**src/rtl/axis_byte_serializer.sv**
```systemverilog
// -----------------------------------------------------------------------------
// axis_byte_serializer
//
// Purpose:
//   Takes one DATA_WIDTH-bit spike vector per AXI-Stream transfer from the
//   processor and emits it as a sequence of bytes toward the host link, most
//   significant byte first. The word is zero-extended to a whole number of
//   bytes; the padding zeros land in the upper bits of the first byte.
//   A new word can be accepted in the same cycle as the final byte handshake,
//   so back-to-back words stream with no idle cycle between them.
//
// Parameters:
//   DATA_WIDTH     width of the incoming spike vector (1..64), default 16
//
// Ports:
//   clk            single clock, rising-edge active
//   arstn          asynchronous reset, active low
//   s_axis_tdata   [DATA_WIDTH-1:0] incoming word
//   s_axis_tvalid  incoming word valid
//   s_axis_tready  block can accept a word this cycle
//   m_axis_tdata   [7:0] outgoing byte
//   m_axis_tvalid  outgoing byte valid
//   m_axis_tready  downstream accepts the byte
//   m_axis_tlast   final byte of a word (only with AXIS_TLAST_EN)
//
// Configuration:
//   AXIS_TLAST_EN  when defined, adds the m_axis_tlast output and its logic.
// -----------------------------------------------------------------------------
module axis_byte_serializer #(
   parameter int DATA_WIDTH = 16
) (
   input  logic                  clk,
   input  logic                  arstn,
   input  logic [DATA_WIDTH-1:0] s_axis_tdata,
   input  logic                  s_axis_tvalid,
   output logic                  s_axis_tready,
   output logic [7:0]            m_axis_tdata,
   output logic                  m_axis_tvalid,
   input  logic                  m_axis_tready
`ifdef AXIS_TLAST_EN
   ,
   output logic                  m_axis_tlast
`endif
);

   localparam int NUM_BYTES = (DATA_WIDTH + 7) / 8;
   localparam int HOLD_W    = 8 * NUM_BYTES;
   // A single-byte word still needs a 1-bit index so the vector is legal.
   localparam int IDX_W     = (NUM_BYTES > 1) ? $clog2(NUM_BYTES) : 1;

   localparam logic [IDX_W-1:0] LAST_IDX = IDX_W'(NUM_BYTES - 1);

   localparam logic [0:0] ST_IDLE = 1'b0;
   localparam logic [0:0] ST_SEND = 1'b1;

   logic [0:0]        state;
   logic [IDX_W-1:0]  idx;
   // Holds the remaining bytes of the current word, next byte in the top 8 bits.
   logic [HOLD_W-1:0] hold;

   logic byte_hs;
   logic last_byte;
   logic word_acc;

   assign m_axis_tvalid = (state == ST_SEND);
   assign byte_hs       = m_axis_tvalid && m_axis_tready;
   assign last_byte     = (idx == LAST_IDX);

   // Ready in IDLE, or while the final byte is being handed off so the next
   // word reloads without a bubble. The path from m_axis_tready is
   // deliberately combinational. Gating with arstn keeps ready low while the
   // block is held in reset and lets it rise on the first cycle after release.
   assign s_axis_tready = arstn && ((state == ST_IDLE) || (last_byte && byte_hs));
   assign word_acc      = s_axis_tvalid && s_axis_tready;

   // IDLE forces the byte output to zero regardless of the holding register.
   assign m_axis_tdata  = (state == ST_SEND) ? hold[HOLD_W-1 -: 8] : 8'h00;

`ifdef AXIS_TLAST_EN
   assign m_axis_tlast  = m_axis_tvalid && last_byte;
`endif

   // NOTE: state is updated with non-blocking assignments so every register
   // samples the pre-edge values of its neighbours, whatever the block order.
   always_ff @(posedge clk or negedge arstn) begin
      if (!arstn) begin
         state <= ST_IDLE;
         idx   <= '0;
         // NOTE: the holding register is reset too; it is a plain register,
         // not a memory, and a known value keeps the byte output clean.
         hold  <= '0;
      end else if (word_acc) begin
         // Covers both the IDLE accept and the reload on the final byte.
         state <= ST_SEND;
         idx   <= '0;
         hold  <= HOLD_W'(s_axis_tdata);
      end else if (byte_hs) begin
         if (last_byte) begin
            state <= ST_IDLE;
            idx   <= '0;
            hold  <= '0;
         end else begin
            idx   <= idx + IDX_W'(1);
            hold  <= hold << 8;
         end
      end
   end

endmodule

```
**config.mk**
```make
export PLATFORM = sky130hd
export DESIGN_NAME = axis_byte_serializer
export DESIGN_NICKNAME = d
export VERILOG_FILES = /design/src/rtl/axis_byte_serializer.sv
export SDC_FILE = /design/constraint.sdc
export NUM_CORES = 1
export LEC_CHECK = 0
export CELL_PAD_IN_SITES_DETAIL_PLACEMENT = 0
export CELL_PAD_IN_SITES_GLOBAL_PLACEMENT = 1
export CORE_ASPECT_RATIO = 1.1
export CORE_MARGIN = 1
export CORE_UTILIZATION = 35
export DETAILED_ROUTE_END_ITERATION = 8
export HOLD_SLACK_MARGIN = 0.15
export PLACE_DENSITY = 0.9
export SKIP_CTS_REPAIR_TIMING = 1
export SYNTH_ARGS = -nofsm -noshare
export SYNTH_HDL_FRONTEND = slang
export SYNTH_SLANG_ARGS = --single-unit
```
**constraint.sdc**
```tcl
create_clock -name clk -period 3.6 [get_ports clk]
set_input_delay 0.54 -clock clk [delete_from_list [all_inputs] [get_ports clk]]
set_output_delay 0.54 -clock clk [all_outputs]
set_load 0.005 [all_outputs]
```
==> flow_summary.yaml <==
synthesis:
  synth_top_area_cell: "dfrtp_1"
  syn-mean-instance-area_um2: 9.97
  netlist_top_cells_count: "dfrtp_1 (18), inv_1 (16), mux2i_1 (16), nand2_1 (11), and2_1 (9)"
  synthCells: 96
  ys_ff_latch: 18
  synthDominantCellAreaShare_pct: 47.1
  yosys_warnings: 0
  synthTopCellsByArea: "dfrtp_1 (47%), mux2i_1 (17%), and4b_1 (8.4%)"
  synth_edf_count: 0
  synth_ff_type: "dfrtp_1"
  ys_async_sr_fraction_pct: 100
  synth_nets: 116
  synth_cell_type_count: 14
  synth.most_common_cell: "dfrtp_1"
  ys_seq_area_share_pct: 47.1
  netlist_area_um2: 957
routing:
  vias: 717
  route.detailed.wl_per_inst_um: 11.0
  drtPass1Iterations: 4
  vias_per_cell: 4.60
  drt_iter0_markers: 13
  drc_errors: 0
  wl_um: 1710
  ant_nets: 0
clock_network:
  cts_buffers: 3
  htree_levels: 1
  clock_sinks: 18
  root_buffer: "clkbuf_4"
  clk_pin_slew_ns: 0.10
  clk_latency_ns: 0.28
  cts_tree: "built"
  cts_max_path_buffers: 2
job:
  drv_cap: 0
floorplan:
  die_height_um: 56.8
  start_util_pct: 37.6
  ioPinCount: 30
  num_rows: 19
  die_x_um: 51.9
  core_area_mm2: 0.00254
  design.die.area_mm2: 0.00295
global_routing:
  grt_pass1_wl_um: 2900
  antenna_found_initial: 0
  first_global_vias: 704
  grt_start_max_net_pins: 21
  grtUsageTotal_pct: 12.8
  grt_overflow: 0
place:
  gp_congestion: 0.742
  portBuffers: 29
  place_inst: 152
  dp_worst_setup_slack_ns: 1.08
worst_setup_path:
  cp.required_ns: 3.06
  end_kind: "output port"
  cp_slowest_cell: "clkdlybuf4s50_1"
  setup.worst_path.start_class: "input pin"
  crit_path_cell_trace: "clkdlybuf4s50_1 -> a21bo_2 -> and2_1 -> clkdlybuf4s50_1"
  path_class: "input pin to output port"
  arrival_ns: 1.98
  slowest_delay_ns: 0.62
  critPathTopFamily: "buffers and inverters"
  cpMostUsedCell: "clkdlybuf4s50_1"
  critPathMaxFanout: 10
  cp.buffers_inverters: 2
timing:
  worst_pin_slew_ns: 0.548
  finClkSkew_ns: 0.00100
  setup_viol: 0
  max_clock_freq_mhz: 397
  layout_setup_ws_ns: 1.08
  period_share_pct: 69.9
  hold_viol: 0
  finalCriticalPeriod_ns: 2.52
  final_max_slew_viol_count: 0
  rsz0062_at_grt: "no"
  relSlewSlack_pct: 63.4
  final.setup.tns_ns: 0
  whs_ns: 0.535
outcome:
  status: "completed"
layout:
  antenna_cells: 0
  n_fill_cell: 248
  area_growth_pct: 35.8
  nets: 146
  final_cells: 156
  drive_above_1_share_pct: 6.40
power:
  peakVddDrop_mv: 0.317
  totalPowerFinal_mw: 0.724
  power_density_mw_per_mm2: 557
  p_leak_nw: 0.626
min_path:
  min_path_type: "flip-flop to flip-flop"
[cells by family after synthesis]
logic type	synth area share (%)
simple gates	19.6
buf+inv	10.5
flops	47.1
mux	16.7
compound gates	5.23
xor+xnor	0.915
[worst register-to-register path, cell delays in order (launching register included)]
cell	delay (ns)
dfrtp_1	0.63
nand2_1	0.46
a21oi_1	0.29
mux2i_1	0.09
[cell type report]
cell class | instances | area (µm²) | share of cell area (%)
timing repair buffer | 31 | 305 | 23.5
clock buffer | 4 | 36.3 | 2.79
tap | 31 | 38.8 | 2.98
sequential | 18 | 450 | 34.6
inverter | 16 | 60.1 | 4.62
multi-input combinational | 56 | 409 | 31.5
[sequential cells by signal, indices dropped and copies added (netlist names)]
| signal | flops |
|---|---|
| hold | 16 |
| idx | 1 |
| m_axis_tvalid | 1 |
[routing by layer]
metal | track usage (%) | wire, µm | up-vias
li1 | - | - | 369
met2 | 22.0 | 833 | 20
met1 | 16.2 | 801 | 326
met3 | 1.63 | 64 | 2
met5 | 0 | 0 | -
met4 | 4.25 | 11 | 0
[cells in the final DEF (no fill, tap or decap), drive strengths merged]
cell           Yosys  final
a21oi              8      8
clkdlybuf4s50      0     29
and4b              8      8
mux2i             16     16
dfrtp             18     18
a21bo              1      1
nor2b              1      1
nand2             11     11
inv               16     16
xor2               1      1
nor2               1      1
clkbuf             2      4
and2               9      9
buf                4      2
[power breakdown]
| part | internal (mW) | total [mW] | switching (mW) |
|---|---|---|---|
| clock | 0.0615 | 0.120 | 0.0588 |
| sequential | 0.274 | 0.334 | 0.0607 |
| combinational | 0.171 | 0.270 | 0.0991 |
| total | 0.506 | 0.724 | 0.219 |
[final timing paths]
kind / startpoint / endpoint / slack (ns) / depth (start not counted)
worst min register to register: hold[4] / hold[4] / 0.53 / 2
min in group asynchronous: arstn / hold[2] / 0.58 / 2
worst max register to register: m_axis_tvalid / hold[9] / 2.01 / 3
worst min-delay path: hold[4] / hold[4] / 0.53 / 2
worst max-delay path: m_axis_tready / s_axis_tready / 1.08 / 4
max in group asynchronous: arstn / hold[14] / 2.83 / 2
[through the flow]
stage / cell area (µm²) / utilization [%]
after CTS: 1300 / 51.1
after global placement: 1260 / 49.7
after detailed placement: 1260 / 49.7
after floorplan: 957 / -
final: 1300 / 51.1
after global routing: 1300 / 51.1
No activity file was read; power rests on OpenSTA's default activity.
